==> src/rtl/router_hdr_rewrite.sv <==
// Router header rewrite stage: captures the first beat of each packet, asks the
// ARP/LPM lookup for a next hop, rewrites MACs/TTL/checksum or punts to the CPU.
module router_hdr_rewrite #(
  parameter int C_S_AXIS_DATA_WIDTH  = 256,
  parameter int C_M_AXIS_DATA_WIDTH  = 256,
  parameter int C_S_AXIS_TUSER_WIDTH = 128,
  parameter int SRC_PORT_POS         = 16,
  parameter int DST_PORT_POS         = 24
) (
  input  logic                                AXI_ACLK,
  input  logic                                AXI_RESET,

  input  logic [C_S_AXIS_DATA_WIDTH-1:0]      S_AXIS_TDATA,
  input  logic [C_S_AXIS_DATA_WIDTH/8-1:0]    S_AXIS_TSTRB,
  input  logic [C_S_AXIS_TUSER_WIDTH-1:0]     S_AXIS_TUSER,
  input  logic                                S_AXIS_TVALID,
  input  logic                                S_AXIS_TLAST,
  output logic                                S_AXIS_TREADY,

  output logic [C_M_AXIS_DATA_WIDTH-1:0]      M_AXIS_TDATA,
  output logic [C_M_AXIS_DATA_WIDTH/8-1:0]    M_AXIS_TSTRB,
  output logic [C_S_AXIS_TUSER_WIDTH-1:0]     M_AXIS_TUSER,
  output logic                                M_AXIS_TVALID,
  output logic                                M_AXIS_TLAST,
  input  logic                                M_AXIS_TREADY,

  output logic                                lkup_req,
  input  logic                                lkup_valid,
  input  logic                                lkup_hit,
  input  logic [47:0]                         lkup_dst_mac,
  input  logic [7:0]                          lkup_oq,

  input  logic [47:0]                         src_mac0,
  input  logic [47:0]                         src_mac1,
  input  logic [47:0]                         src_mac2,
  input  logic [47:0]                         src_mac3,

  output logic [31:0]                         fwd_count,
  output logic [31:0]                         miss_count,
  output logic [31:0]                         ttl_exp_count
);

  typedef enum logic [1:0] {IDLE, WAIT, HEAD, BODY} state_t;
  typedef enum logic [1:0] {KIND_BYPASS, KIND_FWD, KIND_MISS, KIND_TTL} kind_t;

  state_t                               state;
  kind_t                                kind;
  logic [C_S_AXIS_DATA_WIDTH-1:0]       hdr_data;
  logic [C_S_AXIS_DATA_WIDTH/8-1:0]     hdr_strb;
  logic [C_S_AXIS_TUSER_WIDTH-1:0]      hdr_user;
  logic                                 hdr_last;

  logic [7:0]  src_byte;
  logic [7:0]  cpu_dst_byte;
  logic [3:0]  mac_bits;
  logic        oq_valid;
  logic [47:0] sel_src_mac;
  logic        ttl_ok;
  logic [16:0] csum_sum;
  logic [15:0] csum_new;

  // Lookup decode: exactly one MAC-port bit of lkup_oq must be set for a forward
  always_comb begin
    src_byte     = hdr_user[SRC_PORT_POS +: 8];
    cpu_dst_byte = {src_byte[6:0], 1'b0};
    mac_bits     = {lkup_oq[6], lkup_oq[4], lkup_oq[2], lkup_oq[0]};
    oq_valid     = 1'b0;
    sel_src_mac  = src_mac0;
    case (mac_bits)
      4'b0001: begin oq_valid = 1'b1; sel_src_mac = src_mac0; end
      4'b0010: begin oq_valid = 1'b1; sel_src_mac = src_mac1; end
      4'b0100: begin oq_valid = 1'b1; sel_src_mac = src_mac2; end
      4'b1000: begin oq_valid = 1'b1; sel_src_mac = src_mac3; end
      default: begin oq_valid = 1'b0; sel_src_mac = src_mac0; end
    endcase
    ttl_ok   = hdr_data[79:72] > 8'd1;
    // TTL sits in the high byte of its checksum word, so decrementing it adds 0x0100
    csum_sum = {1'b0, hdr_data[63:48]} + 17'h00100;
    csum_new = csum_sum[15:0] + {15'd0, csum_sum[16]};
  end

  always_ff @(posedge AXI_ACLK) begin
    if (AXI_RESET) begin
      state         <= IDLE;
      kind          <= KIND_BYPASS;
      hdr_data      <= '0;
      hdr_strb      <= '0;
      hdr_user      <= '0;
      hdr_last      <= 1'b0;
      lkup_req      <= 1'b0;
      fwd_count     <= '0;
      miss_count    <= '0;
      ttl_exp_count <= '0;
    end else begin
      lkup_req <= 1'b0;
      case (state)
        IDLE: begin
          if (S_AXIS_TVALID) begin
            hdr_data <= S_AXIS_TDATA;
            hdr_strb <= S_AXIS_TSTRB;
            hdr_user <= S_AXIS_TUSER;
            hdr_last <= S_AXIS_TLAST;
            if (S_AXIS_TUSER[DST_PORT_POS +: 8] != 8'd0) begin
              kind  <= KIND_BYPASS;
              state <= HEAD;
            end else begin
              lkup_req <= 1'b1;
              state    <= WAIT;
            end
          end
        end

        WAIT: begin
          if (lkup_valid) begin
            if (lkup_hit && oq_valid && ttl_ok) begin
              hdr_data[255:208]              <= lkup_dst_mac;
              hdr_data[207:160]              <= sel_src_mac;
              hdr_data[79:72]                <= hdr_data[79:72] - 8'd1;
              hdr_data[63:48]                <= csum_new;
              hdr_user[DST_PORT_POS +: 8]    <= lkup_oq;
              kind                           <= KIND_FWD;
            end else if (lkup_hit && oq_valid) begin
              hdr_user[DST_PORT_POS +: 8]    <= cpu_dst_byte;
              kind                           <= KIND_TTL;
            end else begin
              hdr_user[DST_PORT_POS +: 8]    <= cpu_dst_byte;
              kind                           <= KIND_MISS;
            end
            state <= HEAD;
          end
        end

        HEAD: begin
          if (M_AXIS_TREADY) begin
            case (kind)
              KIND_FWD:  fwd_count     <= fwd_count + 32'd1;
              KIND_MISS: miss_count    <= miss_count + 32'd1;
              KIND_TTL:  ttl_exp_count <= ttl_exp_count + 32'd1;
              default:   ;
            endcase
            state <= hdr_last ? IDLE : BODY;
          end
        end

        BODY: begin
          if (S_AXIS_TVALID && M_AXIS_TREADY && S_AXIS_TLAST)
            state <= IDLE;
        end

        default: state <= IDLE;
      endcase
    end
  end

  // Stream muxing: registered header in HEAD, straight wire-through in BODY
  always_comb begin
    S_AXIS_TREADY = 1'b0;
    M_AXIS_TVALID = 1'b0;
    M_AXIS_TDATA  = hdr_data;
    M_AXIS_TSTRB  = hdr_strb;
    M_AXIS_TUSER  = hdr_user;
    M_AXIS_TLAST  = hdr_last;
    if (!AXI_RESET) begin
      case (state)
        IDLE: S_AXIS_TREADY = 1'b1;
        HEAD: M_AXIS_TVALID = 1'b1;
        BODY: begin
          M_AXIS_TVALID = S_AXIS_TVALID;
          M_AXIS_TDATA  = S_AXIS_TDATA;
          M_AXIS_TSTRB  = S_AXIS_TSTRB;
          M_AXIS_TUSER  = S_AXIS_TUSER;
          M_AXIS_TLAST  = S_AXIS_TLAST;
          S_AXIS_TREADY = M_AXIS_TREADY;
        end
        default: ;
      endcase
    end
  end

endmodule

==> config.mk <==
export PLATFORM = sky130hd
export DESIGN_NAME = router_hdr_rewrite
export DESIGN_NICKNAME = d
export VERILOG_FILES = /design/src/rtl/router_hdr_rewrite.sv
export SDC_FILE = /design/constraint.sdc
export NUM_CORES = 1
export LEC_CHECK = 0
export ABC_AREA = 0
export CORE_AREA = 5 5 453 455
export CTS_CLUSTER_DIAMETER = 30
export DETAILED_ROUTE_END_ITERATION = 7
export DIE_AREA = 0 0 458 460
export SLEW_MARGIN = 20
export SYNTH_ARGS = -nofsm -noshare
export SYNTH_HDL_FRONTEND = slang
export SYNTH_SLANG_ARGS = --single-unit
export TNS_END_PERCENT = 10
==> constraint.sdc <==
create_clock -name AXI_ACLK -period 2.4 [get_ports AXI_ACLK]
set_input_delay 0.6 -clock AXI_ACLK [delete_from_list [all_inputs] [get_ports AXI_ACLK]]
set_output_delay 0.6 -clock AXI_ACLK [all_outputs]
set_load 0.05 [all_outputs]
==> out/results.tsv, run 1 <==
stage	metric	value	unit
pwr	worst vdd ir	0.778	mV
critical_path	Critical Path Start Type	flop	
run	max_cap viols	0	
sta	Final period util	139	%
finish	Final #Nets	5177	
grt	global-route wire length before repair	226000	microns
synthesis	Synth top area share	39.7	%
critical_path	worst path required time	1.80	ns
synthesis	Main synth FF type	dfxtp_1	
clock_tree	CTS clk-pin slew, worst paths	0.04	ns
synthesis	Synth async-reset ratio	0	%
status	failing checks	DRC, setup timing	
detailed_routing	DR vias/cell	4.15	
sta	relative max-transition margin	16.0	%
synthesis	Synth Warn #	0	
clock_tree	total CTS buffers	163	
critical_path	stages on the worst setup path	8	
placed_design	post-place setup slack	-0.829	ns
detailed_routing	drt drc	1	
critical_path	r2r setup slk	-0.11	ns
floorplanning	Top Ports	1187	
status	run status	complete, but fails checks	
grt	GRT Overall Usage	14.9	%
floorplanning	total die area	211000	sq um
clock_tree	Root Driver	clkbuf_16	
synthesis	post-synthesis compound-gate area fraction	15.0	%
detailed_routing	TritonRoute pass-1 iters	8	
critical_path	FF-to-FF End	hdr_data[229]	
critical_path	critical path class	flop to output pin	
detailed_routing	ANT nets after route	0	
grt	initial antenna violation count	81	
sta	RSZ-0062 raised after global routing	yes	
synthesis	main combinational cell family by area after synthesis	simple AND/OR/NAND/NOR gates	
sta	clock period minus worst slack	3.33	ns
pwr	power per cell area	1200	nW/um^2
synthesis	XOR/XNOR share of the synthesized area	3.32	%
floorplanning	Initial Utilization	13.0	%
synthesis	largest area contributor in the synthesized netlist	dfxtp_1	
critical_path	CP startpoint	state[1]	
synthesis	Post-Syn Instances	3107	
critical_path	Buf+Inv Stages, Crit Path	5	
placed_design	placed wire-length estimate	133000	microns
critical_path	Critical-path top delay cell	dfxtp_2	
critical_path	Crit Reg-Reg Startpoint	hdr_data[72]	
detailed_routing	met3 WL	18800	microns
critical_path	crit-path leading delay family	buffers and inverters	
critical_path	CP Cell Sequence	ha_4 > nor2b_4 > buf_12 > buf_16 > buf_4 > bufbuf_16 > mux2_2 > buf_4	
finish	non-filler cells, final	7319	
critical_path	Critical Path Max Stage Delay	0.35	ns
synthesis	synthesized area	26100	sq um
clock_tree	clock sinks	518	
grt	number of global-route vias before repair	29960	
detailed_routing	top layer reached by signal wires	met5	
sta	final clock skew	0.0585	ns
clock_tree	clock latency on the worst-skew pair	0.78	ns
critical_path	Reg2Reg Depth	11	
synthesis	Netlist cell types	56	
grt	Overflow after GRT	0	
worst_hold_path	hold path depth	3	
placed_design	Placer Congestion	0.907	
detailed_routing	final wirelength	169000	microns
worst_hold_path	worst min path class	input pin to flop	
critical_path	worst setup path endpoint	M_AXIS_TDATA[223]	
detailed_routing	via count	30361	
synthesis	Seq/Total Area, Yosys	39.7	%
detailed_routing	initial DRC count	2642	
critical_path	Max FO, Critical Path	7	
critical_path	Critical Path End Type	output pin	
synthesis	Simple-Gate Fraction of Synth Area	19.1	%
synthesis	Post-synth EDFFs	0	
floorplanning	Die Width	458	microns
detailed_routing	Routed WL per cell	23.2	microns
finish	Fillers	21098	
floorplanning	Die Ht	460	microns
detailed_routing	metal1 wirelength	64600	microns
sta	Worst Tran Pin Value	1.26	ns
finish	Multi-input gate area	15700	sq um
synthesis	post-synthesis mux area share	18.2	%
floorplanning	core box area	201000	sq um
clock_tree	CTS tree	yes	
pwr	Lkg Pwr	21.2	nW
clock_tree	H-tree depth	4	
synthesis	Avg Cell Area, Syn	8.42	sq um
synthesis	largest cells by area after synthesis	dfxtp_1 (40%), mux2_2 (18%), nand2_1 (9.1%)	
grt	largest net degree at the start of global routing	180	
sta	Final setup viols	455	
synthesis	FF+latch count, synth	518	
floorplanning	Rows	165	
placed_design	Placed Cells incl. Taps	6966	
worst_hold_path	hold path startpoint	S_AXIS_TDATA[141]	
clock_tree	CTS Buffer Depth	3	
sta	Final Slew Violations	0	
finish	area delta synth->final	97.8	%
placed_design	IO buf count	1186	
synthesis	Adder-Cell Fraction of Synth Area	0.718	%
finish	FF+latch area	10400	sq um
sta	FMAX	300	MHz
critical_path	cell mode on critical path	buf_4	
finish	fraction of layout cells with a size suffix above 1	31.9	%
critical_path	CP arrival	2.73	ns
sta	Hold Fails Final Rpt	0	
sta	fin worst setup slack	-0.931	ns
synthesis	Synthesized Nets	3793	
detailed_routing	met2 wire len	79500	microns
layout by cell type (no fill, tap or decap), drive strengths merged, types with 3 or more instances in the layout:
master         count
or2                3
a21oi            315
ha                15
inv               20
bufinv            24
a211oi            65
a22o              48
nor3             122
mux2i              4
a22oi              7
xnor2             27
clkinvlp           9
mux2             418
a222oi            48
buf              720
clkinv            40
dfxtp            518
o311ai             3
nand2            635
o21ai             23
nor2b              7
nand3             41
or3               13
a221oi            64
nand4             31
clkbuf           231
dlymetal6s2s      52
clkdlybuf4s50    693
xor2              72
or4                3
and2               7
and4              14
nor2             278
and3              21
nand2b             6
diode             26
timing repair:
| item | in CTS | in global routing |
|---|---|---|
| cloned | 6 | 5 |
| pin swaps | 0 | 16 |
| buffers inserted | 12 | 9 |
| resized for setup | 340 | 460 |
| endpoints found under the setup margin | 630 | 651 |
| hold buffers | 0 | 0 |
per-stage QoR:
step	TNS [ns]	instance area [sq um]	hold WS (ns)	utilization (%)	total power [W]
2_1_floorplan	-19.65	26200	0.434	-	0.0265
3_3_place_gp	-185.77	42400	0.439	21.1	0.0368
3_5_place_dp	-189.30	42400	0.444	21.1	0.0370
4_1_cts	-437.50	49900	0.288	24.8	0.0612
5_1_grt	-406.11	51700	0.341	25.7	0.0648
6_report	-350.95	51700	0.392	25.8	0.0622
registers in the layout, indices dropped and copies added (netlist names):
name           flops
state              2
hdr_user         128
ttl_exp_count     32
hdr_last           1
lkup_req           1
hdr_strb          32
hdr_data         256
kind               2
miss_count        32
fwd_count         32
power by group:
| part | switching, W | leakage [nW] | internal (W) |
|---|---|---|---|
| clock network | 0.00677 | 2.83 | 0.0158 |
| logic | 0.0169 | 14.1 | 0.0113 |
| registers | 0.00100 | 4.24 | 0.0103 |
| total | 0.0247 | 21.2 | 0.0375 |
worst reg2reg max path, delay by kind of cell (launching register included):
family | cells | cell delay (ns)
AND/OR/NAND/NOR | 3 | 0.26
AO/OA/AOI/OAI | 3 | 0.89
flip-flops | 1 | 0.33
buffers and inverters | 4 | 0.64
adder cells (fa/ha/maj) | 1 | 0.19
how the worst min path moves through the flow:
stage | endpoint | slack, ns
global route | hdr_data[41] | 0.34
global placement | hdr_data[136] | 0.44
finish | hdr_data[141] | 0.39
CTS | hdr_data[41] | 0.29
detailed placement | hdr_data[70] | 0.44
floorplan | hdr_data[0] | 0.43
Yosys cell counts, types with 15 or more instances:
cell type / number
inv_1: 16
buf_2: 16
ha_1: 15
nor3_1: 122
o21ai_0: 22
nand2_1: 635
xor2_1: 72
clkbuf_1: 234
a222oi_1: 48
a211oi_1: 65
nand4_1: 31
mux2_2: 411
dfxtp_1: 518
a22o_1: 48
and3_1: 21
nor2_1: 278
a221oi_1: 59
xnor2_1: 27
nand3_1: 41
a21oi_1: 314
layout make-up:
| cell class | instances | area share (%) |
|---|---|---|
| antenna | 26 | 0.126 |
| clock buffer | 218 | 8.81 |
| clock inverter | 77 | 2.49 |
| inverter | 16 | 0.116 |
| multi-input combinational | 2313 | 30.4 |
| sequential | 518 | 20.1 |
| tap | 2672 | 6.46 |
| timing repair buffer | 1479 | 31.5 |
metal layers:
layer  vias up  GRT usage [%]
li1      13836              -
met1     14494           17.1
met2      1635           24.4
met3       350           6.35
met4        46           5.85
met5         -              0
cell families after synthesis:
group,Yosys count
buf+inv,276
simple gates,1186
mux,422
flops,518
compound gates,591
fa+ha+maj,15
xor+xnor,99
No activity file was read; power rests on OpenSTA's default activity.
==> run 2: changes to the inputs <==
--- a/config.mk
+++ b/config.mk
@@ -10,6 +10,7 @@
 export CTS_CLUSTER_DIAMETER = 30
 export DETAILED_ROUTE_END_ITERATION = 7
 export DIE_AREA = 0 0 458 460
+export SKIP_CTS_REPAIR_TIMING = 1
 export SLEW_MARGIN = 20
 export SYNTH_ARGS = -nofsm -noshare
 export SYNTH_HDL_FRONTEND = slang
==> out/results.tsv, run 2 (synthesized netlist as in run 1, its figures left out) <==
stage	metric	value	unit	change
critical_path	Critical-path top delay cell	mux2_2		was dfxtp_2
pwr	worst vdd ir	0.710	mV	was 0.778 mV
pwr	Clk pwr share	37.6	%	was 36.3%
finish	Final #Nets	5156		was 5177
pwr	Int Pwr	0.0360	W	was 0.0375 W
run	max_cap viols	0		unchanged
sta	fin worst setup slack	-0.928	ns	was -0.931 ns
finish	top flop regs	hdr_data (256), hdr_user (128)		unchanged
sta	RSZ-0062 raised after global routing	yes		unchanged
placed_design	post-place setup slack	-0.829	ns	unchanged
detailed_routing	final wirelength	166000	microns	was 169000 microns
sta	Hold Fails Final Rpt	0		unchanged
placed_design	IO buf count	1186		unchanged
detailed_routing	ANT nets after route	0		unchanged
clock_tree	clock latency on the worst-skew pair	0.78	ns	about the same
detailed_routing	via count	29889		was 30.4k
placed_design	placed instance area	42400	sq um	unchanged
floorplanning	Initial Utilization	13.0	%	unchanged
grt	global-route wire length before repair	223000	microns	was 226000 microns
worst_hold_path	worst min path class	input pin to flop		unchanged
pwr	combinational share of power	43.7	%	was 45.4%
pwr	Sw Share	40.2	%	was 39.7%
floorplanning	total die area	211000	sq um	unchanged
placed_design	Placer Congestion	0.907		unchanged
critical_path	critical path class	flop to output pin		unchanged
clock_tree	CTS tree	yes		unchanged
clock_tree	H-tree depth	4		unchanged
critical_path	CP Cell Sequence	ha_4 > nor2b_4 > buf_4 > buf_12 > buf_12 > mux2_2 > buf_4		was ha_4 > nor2b_4 > buf_12 > buf_16 > buf_4 > bufbuf_16 > mux2_2 > buf_4
floorplanning	Die Width	458	microns	unchanged
sta	relative max-transition margin	18.0	%	was 16.0%
sta	FMAX	301	MHz	was 300 MHz
sta	clock period minus worst slack	3.33	ns	about the same
sta	final clock skew	0.0587	ns	was 0.0585 ns
sta	Final setup viols	630		was 455
finish	Fillers	21431		was 21.1k
detailed_routing	Routed WL per cell	22.8	microns	was 23.2 microns
critical_path	CP arrival	2.73	ns	about the same
floorplanning	Top Ports	1187		unchanged
critical_path	Critical Path Start Type	flop		unchanged
finish	fin area	49200	sq um	was 51700 sq um
clock_tree	CTS clk-pin slew, worst paths	0.04	ns	about the same
sta	Final Slew Violations	0		unchanged
critical_path	Critical Path End Type	output pin		unchanged
status	failing checks	DRC, setup timing		unchanged
grt	Overflow after GRT	0		unchanged
worst_hold_path	hold path depth	3		unchanged
floorplanning	Rows	165		unchanged
detailed_routing	DR vias/cell	4.10		was 4.15
detailed_routing	initial DRC count	2469		was 2642
clock_tree	CTS Buffer Depth	3		unchanged
pwr	Psw	0.0241	W	was 0.0247 W
pwr	Reg power frac	18.8	%	was 18.2%
placed_design	placed wire-length estimate	133000	microns	unchanged
finish	area delta synth->final	88.2	%	was 97.8%
grt	largest net degree at the start of global routing	180		unchanged
grt	initial antenna violation count	83		was 81
floorplanning	Die Ht	460	microns	unchanged
critical_path	Reg2Reg Depth	11		unchanged
sta	Worst Tran Pin Value	1.23	ns	was 1.26 ns
critical_path	Critical Path Max Stage Delay	0.37	ns	was 0.35 ns
finish	Largest Register	hdr_data		unchanged
sta	Final period util	139	%	about the same
pwr	power per cell area	1220	nW/um^2	was 1200 nW/um^2
grt	GRT Overall Usage	14.6	%	was 14.9%
finish	fraction of layout cells with a size suffix above 1	30.8	%	was 31.9%
detailed_routing	drt drc	11		was 1
detailed_routing	TritonRoute pass-1 iters	8		unchanged
status	run status	complete, but fails checks		unchanged
finish	commonest non-fill, non-tap cell in the layout	clkdlybuf4s50_1		unchanged
grt	number of global-route vias before repair	29536		was 30.0k
finish	number of flip-flops in the largest register	256		unchanged
pwr	Lkg Pwr	19.5	nW	was 21.2 nW
clock_tree	total CTS buffers	163		unchanged
floorplanning	core box area	201000	sq um	unchanged
clock_tree	clock sinks	518		unchanged
finish	commonest cells after routing, fill and taps aside	clkdlybuf4s50_1 (753), nand2_1 (634), dfxtp_1 (515)		was clkdlybuf4s50_1 (693), nand2_1 (634), dfxtp_1 (510)
critical_path	worst path required time	1.80	ns	about the same
finish	non-filler cells, final	7291		was 7319
placed_design	Placed Cells incl. Taps	6966		unchanged
clock_tree	Root Driver	clkbuf_16		unchanged
critical_path	Max FO, Critical Path	20		was 7
[run 2: worst max-delay path: cells and delay by family, from the launching register on]
| kind | cells | cell delay (ns) |
|---|---|---|
| multiplexers | 1 | 0.37 |
| buffers and inverters | 4 | 0.79 |
| adder cells (fa/ha/maj) | 1 | 0.15 |
| AND/OR/NAND/NOR | 1 | 0.23 |
| flip-flops | 1 | 0.35 |
[run 2: final timing paths]
kind / slack, ns / end / startpoint
worst max-delay path: -0.93 / M_AXIS_TUSER[66] / state[0]
worst min-delay path: 0.39 / hdr_data[141] / S_AXIS_TDATA[141]
worst max register to register: -0.36 / hdr_data[62] / hdr_data[57]
worst min register to register: 0.45 / hdr_data[70] / hdr_data[70]
[run 2: power by group through the flow]
stage	Combinational, W	Clock [W]	Sequential, W
global route	0.0278	0.0235	0.0115
finish	0.0262	0.0226	0.0113
CTS	0.0257	0.0230	0.0112
global placement	0.0255	0	0.0113
detailed placement	0.0256	0	0.0114
floorplan	0.0154	0	0.0111
[run 2: layout make-up]
| class | instances | area [sq um] | area share, % |
|---|---|---|---|
| Clock buffer | 218 | 4560 | 9.26 |
| Sequential cell | 518 | 10400 | 21.1 |
| Clock inverter | 77 | 1290 | 2.62 |
| Tap cell | 2672 | 3340 | 6.79 |
| Antenna cell | 19 | 47.5 | 0.0966 |
| Inverter | 16 | 60.1 | 0.122 |
| Multi-Input combinational cell | 2313 | 15000 | 30.5 |
| Timing Repair Buffer | 1458 | 14500 | 29.6 |
[run 2: stage by stage]
step / utilization [%] / setup TNS, ns / total power, W / hold WS (ns)
2_1_floorplan: - / -19.65 / 0.0265 / 0.434
3_3_place_gp: 21.1 / -185.77 / 0.0368 / 0.439
3_5_place_dp: 21.1 / -189.30 / 0.0370 / 0.444
4_1_cts: 24.0 / -458.24 / 0.0600 / 0.288
5_1_grt: 24.5 / -467.58 / 0.0627 / 0.339
6_report: 24.5 / -386.30 / 0.0601 / 0.391
[run 2: metal layers]
| layer | part of all wire (%) | global-route usage (%) | vias up | routed length, microns |
|---|---|---|---|---|
| met4 | 3.8 | 5.36 | 50 | 6350 |
| met2 | 47 | 24.2 | 1490 | 77800 |
| li1 | - | - | 13775 | - |
| met3 | 10 | 6.34 | 371 | 17400 |
| met5 | 0.20 | 0 | - | 331 |
| met1 | 39 | 16.8 | 14203 | 64400 |
